==> src/rtl/split_ctrl_pkg.sv <==
// Shared types and defaults for the split sweep controller.
// Holds the FSM state encoding and the default parameter values.
package split_ctrl_pkg;

   localparam int DEF_WIDTH       = 2;
   localparam int DEF_HOLD_CYCLES = 5;
   localparam int DEF_SIG_W       = 8;

   typedef enum logic [1:0] {
      S_IDLE = 2'd0,
      S_RUN  = 2'd1,
      S_DONE = 2'd2
   } state_t;

endpackage

==> src/rtl/split_sweep_ctrl_if.sv <==
// Stimulus/response bundle between the sweep controller and its environment.
// The master side drives operands and status; the slave side drives start and o.
interface split_sweep_ctrl_if
   import split_ctrl_pkg::*;
#(
   parameter int WIDTH = DEF_WIDTH,
   parameter int SIG_W = DEF_SIG_W
);

   logic             start;
   logic [WIDTH-1:0] a_out;
   logic [WIDTH-1:0] b_out;
   logic [WIDTH-1:0] o_in;
   logic             busy;
   logic             done;
   logic [SIG_W-1:0] signature;

   modport master (
      input  start,
      input  o_in,
      output a_out,
      output b_out,
      output busy,
      output done,
      output signature
   );

   modport slave (
      output start,
      output o_in,
      input  a_out,
      input  b_out,
      input  busy,
      input  done,
      input  signature
   );

endinterface

==> src/rtl/split_dwell_counter.sv <==
// Per-vector dwell counter: counts 0..HOLD_CYCLES-1 and wraps.
// last marks the sample cycle of the current vector.
module split_dwell_counter #(
   parameter int HOLD_CYCLES = 5
) (
   input  logic clk,
   input  logic reset,
   input  logic clear,
   input  logic enable,
   output logic last
);

   localparam int CW = (HOLD_CYCLES > 1) ? $clog2(HOLD_CYCLES) : 1;
   localparam logic [CW-1:0] LAST_CNT = CW'(HOLD_CYCLES - 1);

   logic [CW-1:0] count;

   assign last = (count == LAST_CNT);

   // Clear wins over counting; wrap to zero on the sample cycle.
   always_ff @(posedge clk) begin
      if (reset || clear) begin
         count <= '0;
      end else if (enable) begin
         if (last) begin
            count <= '0;
         end else begin
            count <= count + CW'(1);
         end
      end
   end

endmodule

==> src/rtl/split_sweep_ctrl.sv <==
// Self-driving sweep of every {a, b} vector into split, holding each for
// a fixed dwell and folding each sampled o into a rotate-XOR signature.
module split_sweep_ctrl
   import split_ctrl_pkg::*;
#(
   parameter int WIDTH       = DEF_WIDTH,
   parameter int HOLD_CYCLES = DEF_HOLD_CYCLES,
   parameter int SIG_W       = DEF_SIG_W
) (
   input  logic                  clk,
   input  logic                  reset,
   split_sweep_ctrl_if.master    bus
);

   localparam int OW = 2 * WIDTH;

   state_t           state;
   logic [OW-1:0]    ops;
   logic [SIG_W-1:0] sig;
   logic [SIG_W-1:0] sig_next;
   logic             busy_q;
   logic             done_q;
   logic             cnt_clear;
   logic             cnt_en;
   logic             last;

   assign cnt_clear = (state == S_IDLE) && bus.start;
   assign cnt_en    = (state == S_RUN);

   assign sig_next = {sig[SIG_W-2:0], sig[SIG_W-1]}
                   ^ {{(SIG_W - WIDTH){1'b0}}, bus.o_in};

   split_dwell_counter #(
      .HOLD_CYCLES (HOLD_CYCLES)
   ) u_dwell (
      .clk    (clk),
      .reset  (reset),
      .clear  (cnt_clear),
      .enable (cnt_en),
      .last   (last)
   );

   // Sweep FSM with registered operand, signature and status outputs.
   always_ff @(posedge clk) begin
      if (reset) begin
         state  <= S_IDLE;
         ops    <= '0;
         sig    <= '0;
         busy_q <= 1'b0;
         done_q <= 1'b0;
      end else begin
         done_q <= 1'b0;
         unique case (state)
            S_IDLE: begin
               if (bus.start) begin
                  state  <= S_RUN;
                  ops    <= '0;
                  sig    <= '0;
                  busy_q <= 1'b1;
               end
            end
            S_RUN: begin
               if (last) begin
                  sig <= sig_next;
                  ops <= ops + OW'(1);
                  if (&ops) begin
                     state  <= S_DONE;
                     busy_q <= 1'b0;
                     done_q <= 1'b1;
                  end
               end
            end
            S_DONE: begin
               state <= S_IDLE;
            end
            default: begin
               state  <= S_IDLE;
               busy_q <= 1'b0;
            end
         endcase
      end
   end

   assign bus.a_out     = ops[OW-1:WIDTH];
   assign bus.b_out     = ops[WIDTH-1:0];
   assign bus.busy      = busy_q;
   assign bus.done      = done_q;
   assign bus.signature = sig;

endmodule

==> src/flat_wrapper.sv <==
// flat-port wrapper written by rule: the top's interface ports become plain ports
module split_sweep_ctrl_flat import split_ctrl_pkg::*;
#(
   parameter int WIDTH       = DEF_WIDTH,
   parameter int HOLD_CYCLES = DEF_HOLD_CYCLES,
   parameter int SIG_W       = DEF_SIG_W
)
  (clk, reset, bus_start, bus_o_in, bus_a_out, bus_b_out, bus_busy, bus_done, bus_signature);
  split_sweep_ctrl_if #(.WIDTH(WIDTH), .SIG_W(SIG_W)) bus_i ();
  input  logic clk;
  input  logic reset;
  input wire logic [$bits(bus_i.start)-1:0] bus_start;
  input wire logic [$bits(bus_i.o_in)-1:0] bus_o_in;
  output wire logic [$bits(bus_i.a_out)-1:0] bus_a_out;
  output wire logic [$bits(bus_i.b_out)-1:0] bus_b_out;
  output wire logic [$bits(bus_i.busy)-1:0] bus_busy;
  output wire logic [$bits(bus_i.done)-1:0] bus_done;
  output wire logic [$bits(bus_i.signature)-1:0] bus_signature;
  assign bus_i.start = bus_start;
  assign bus_i.o_in = bus_o_in;
  assign bus_a_out = bus_i.a_out;
  assign bus_b_out = bus_i.b_out;
  assign bus_busy = bus_i.busy;
  assign bus_done = bus_i.done;
  assign bus_signature = bus_i.signature;
  split_sweep_ctrl #(.WIDTH(WIDTH), .HOLD_CYCLES(HOLD_CYCLES), .SIG_W(SIG_W)) u_core (.clk(clk), .reset(reset), .bus(bus_i));
endmodule
==> config.mk <==
export PLATFORM = sky130hd
export DESIGN_NAME = split_sweep_ctrl_flat
export DESIGN_NICKNAME = d
export VERILOG_FILES = /design/src/rtl/split_ctrl_pkg.sv /design/src/rtl/split_sweep_ctrl_if.sv /design/src/rtl/split_dwell_counter.sv /design/src/rtl/split_sweep_ctrl.sv /design/src/flat_wrapper.sv
export SDC_FILE = /design/constraint.sdc
export NUM_CORES = 1
export LEC_CHECK = 0
export ABC_AREA = 1
export BUFFER_PORTS_ARGS = -buffer_cell sky130_fd_sc_hd__clkbuf_2
export CORE_UTILIZATION = 55
export CTS_BUF_LIST = sky130_fd_sc_hd__clkbuf_16
export DETAILED_ROUTE_END_ITERATION = 10
export GPL_ROUTABILITY_DRIVEN = 1
export PLACE_DENSITY = 0.84
export REMOVE_ABC_BUFFERS = 1
export SETUP_SLACK_MARGIN = 0.4
export SYNTH_ARGS = -nofsm -noshare
export SYNTH_HDL_FRONTEND = slang
export SYNTH_SLANG_ARGS = --single-unit
export TNS_END_PERCENT = 20
==> constraint.sdc <==
create_clock -name clk -period 3.7 [get_ports clk]
set_clock_uncertainty 0.05 [all_clocks]
set_input_delay 0.74 -clock clk [delete_from_list [all_inputs] [get_ports clk]]
set_output_delay 0.74 -clock clk [all_outputs]
set_load 0.01 [all_outputs]
==> impl_metrics.csv <==
group,metric,value,unit
grt,grt_use_met3,6.522,%
sta,slew_viol_final,0,
placement,place.gp.congestion,0.7403,
sta,min_period_over_period,42.81,%
die,die_area,0.001723,mm²
clock_tree,ctsHoldBuffers,0,
logic_synthesis,synth_top_area_cell,"dfxtp_1",
logic_synthesis,syn_inst,104,
worst_setup_path,path_depth,1,
sta,final.setup.tns,0,ns
logic_synthesis,syn_area,858.3,µm²
logic_synthesis,synthTopCellsByArea,"dfxtp_1 44%, a21oi_1 7.6%, nand2_1 7.4%",
min_path,holdCritPathClass,"reg2reg",
worst_setup_path,critical_path.cell_chain,"clkbuf_2",
sta,hold_viol_final,0,
route,vias,784,
cells_and_area,syn_to_final_growth,19.39,%
die,io_pins,19,
die,start_util,62.08,%
clock_tree,post_cts_resized,0,
clock_tree,clk_pin_slew,0.05,ns
worst_setup_path,worstPathArrival,0.79,ns
route,drtAntennaViolNets,0,
worst_setup_path,slowest_delay,0.39,ns
pwr,powerDensity,480.8,mW/mm²
route,routed_wl,1751,µm
route,viasPerCell,5.640,
grt,met2_usage,35.00,%
clock_tree,cts_root_buffer,"clkbuf_16",
die,core_area,0.001383,mm²
placement,hpwl,1253,µm
clock_tree,cts_buffers,3,
grt,grt_busiest_layer,"met2",
worst_setup_path,path_delay_family,"flip-flops",
grt,grt_pass1_wl,2960,µm
worst_setup_path,required,2.91,ns
worst_setup_path,cp-start-kind,"flip-flop",
worst_setup_path,cp.buffers_inverters,1,
cells_and_area,drive_above_1_share,26.61,%
clock_tree,clk-insertion-delay-late,0.25,ns
sta,fmax,0.6313,GHz
grt,grtUsageTotal,22.27,%
cells_and_area,antennaDiodeCount,0,
route,drc,0,
clock_tree,max-clock-path-buffers,2,
logic_synthesis,yosysSeqAreaShare,44.31,%
flow_run,maxCapViolCount,0,
grt,antenna_found_initial,0,
die,die_w,41.51,µm
sta,slew-limit-headroom,73.99,%
logic_synthesis,ys_warn_count,0,
grt,grt_pass1_vias,709,
logic_synthesis,synth_seq_cells,19,
grt,met1_usage,27.40,%
route,drt_first_pass_iters,4,
sta,setup_viol,0,
clock_tree,clock_sinks,19,
clock_tree,tritoncts,"built",
pwr,peakVddDrop,0.0003227,V
clock_tree,postCtsSetupRepairBufs,0,
sta,min_period,1.584,ns
cells_and_area,fin_area,0.001025,mm²
grt,overflow,0,
sta,rsz0062_at_grt,"no",
logic_synthesis,avgSynthCellArea,8.253,µm²
logic_synthesis,yosysUniqueCellTypes,24,
placement,portBuffers,18,
clock_tree,htreeDepth,1,
sta,worstMarginPinSlew,0.3892,ns
placement,placed_area,944.7,µm²
cells_and_area,nets,133,
die,fp.dieH,41.51,µm
status,status,"completed",
die,rows,13,
worst_setup_path,cp_max_fo,5,
worst_setup_path,path_class,"reg2out",
logic_synthesis,synth.top_cell.area_share,44.31,%
route,first_iter_violations,41,
worst_setup_path,cp-end-kind,"primary output",
pwr,p_leak,0.4501,nW
min_path,min_path_cells,2,
route,avgRoutedWirePerCell,12.60,µm
grt,grt_start_max_net_pins,16,
worst_setup_path,reg2reg_depth,7,
worst_setup_path,critPathSlowestCell,"dfxtp_1",
[cell families after synthesis]
family | synth area share (%)
AND/OR/NAND/NOR | 26.39
AO/OA/AOI/OAI | 14.43
flip-flops | 44.31
buffers and inverters | 7.434
XOR/XNOR | 3.062
adder cells (fa/ha/maj) | 4.374
[state kept, by name, indices dropped and copies added (netlist names)]
name                  flops
u_core.bus.signature      8
u_core.ops                4
u_core.u_dwell.count      3
u_core.state              2
u_core.bus.busy           1
u_core.bus.done           1
[path summary, 6_finish.rpt]
check	startpoint	to	slack [ns]
worst max-delay path	u_core.ops[2]	bus_a_out[0]	2.12
worst max register to register	u_core.u_dwell.count[0]	u_core.bus.signature[7]	2.19
worst min register to register	u_core.bus.signature[1]	u_core.bus.signature[1]	0.43
worst min-delay path	u_core.bus.signature[1]	u_core.bus.signature[1]	0.43
[placed cells by master (no fill, tap or decap), types with 2 or more instances in the layout]
| cell | count |
|---|---|
| ha_1 | 3 |
| a21oi_1 | 13 |
| xor2_1 | 3 |
| o21ai_0 | 3 |
| dfxtp_1 | 19 |
| nor2_1 | 10 |
| inv_2 | 3 |
| nor3_1 | 2 |
| inv_1 | 8 |
| nand3_2 | 3 |
| clkbuf_2 | 18 |
| nand3_1 | 3 |
| nand2_1 | 17 |
| clkbuf_16 | 3 |
| o21ai_1 | 6 |
[report_power, final]
part | internal (mW) | total, mW | switching, mW
clock | 0.145 | 0.217 | 0.0722
combinational | 0.0191 | 0.0546 | 0.0355
sequential | 0.214 | 0.221 | 0.00773
total | 0.377 | 0.493 | 0.115
[Yosys cell counts]
cell and n:
a31oi_1 1, xor2_1 3, o21ai_1 6, a211oi_1 1, nor2_2 1, ha_1 3, a21oi_1 13, nand3_2 3
nand3b_1 1, nand2_1 17, o21ai_0 3, nor2_1 10, nand3_1 3, nor2_4 1, inv_1 8, nand4_1 1
nand2_4 1, inv_2 3, buf_8 1, dfxtp_1 19, nor3_1 2, nand2_2 1, nand4_4 1, buf_4 1
[stage by stage]
| stage | power, mW | instances | util (%) | setup slack [ns] | hold slack [ns] |
|---|---|---|---|---|---|
| 2_1_floorplan | 0.2617 | 102 | - | 2.356 | 0.4163 |
| 3_3_place_gp | 0.2772 | 135 | 68.33 | 2.111 | 0.4275 |
| 3_5_place_dp | 0.2792 | 135 | 68.33 | 2.066 | 0.4302 |
| 4_1_cts | 0.4959 | 139 | 74.12 | 2.116 | 0.4315 |
| 5_1_grt | 0.5135 | 139 | 74.12 | 2.072 | 0.4777 |
| 6_report | 0.4927 | 139 | 74.12 | 2.116 | 0.4293 |
[per-layer routing]
metal	share of wire [%]	routed length, µm	vias up
met4	1.3	23	0
met1	46	802	361
met2	47	818	30
met3	6.1	107	6
li1	-	-	387
met5	0	0	-
[worst register-to-register path: cells and delay by family, from the launching register on]
| family | cells | cell delay [ns] |
|---|---|---|
| simple gates | 3 | 0.39 |
| flops | 1 | 0.39 |
| fa+ha+maj | 1 | 0.24 |
| compound gates | 1 | 0.16 |
| buf+inv | 2 | 0.22 |
[area by class of cell]
cell class                      count  area [µm²]
Inverter                           11       41.29
Clock buffer                        3       75.07
Fill cell                         107       357.8
Clock inverter                      1       5.005
Sequential cell                    19       380.4
Timing Repair Buffer               18       90.09
Multi-Input combinational cell     72       414.1
Tap cell                           15       18.77
Power figures use the tool's default switching activity.
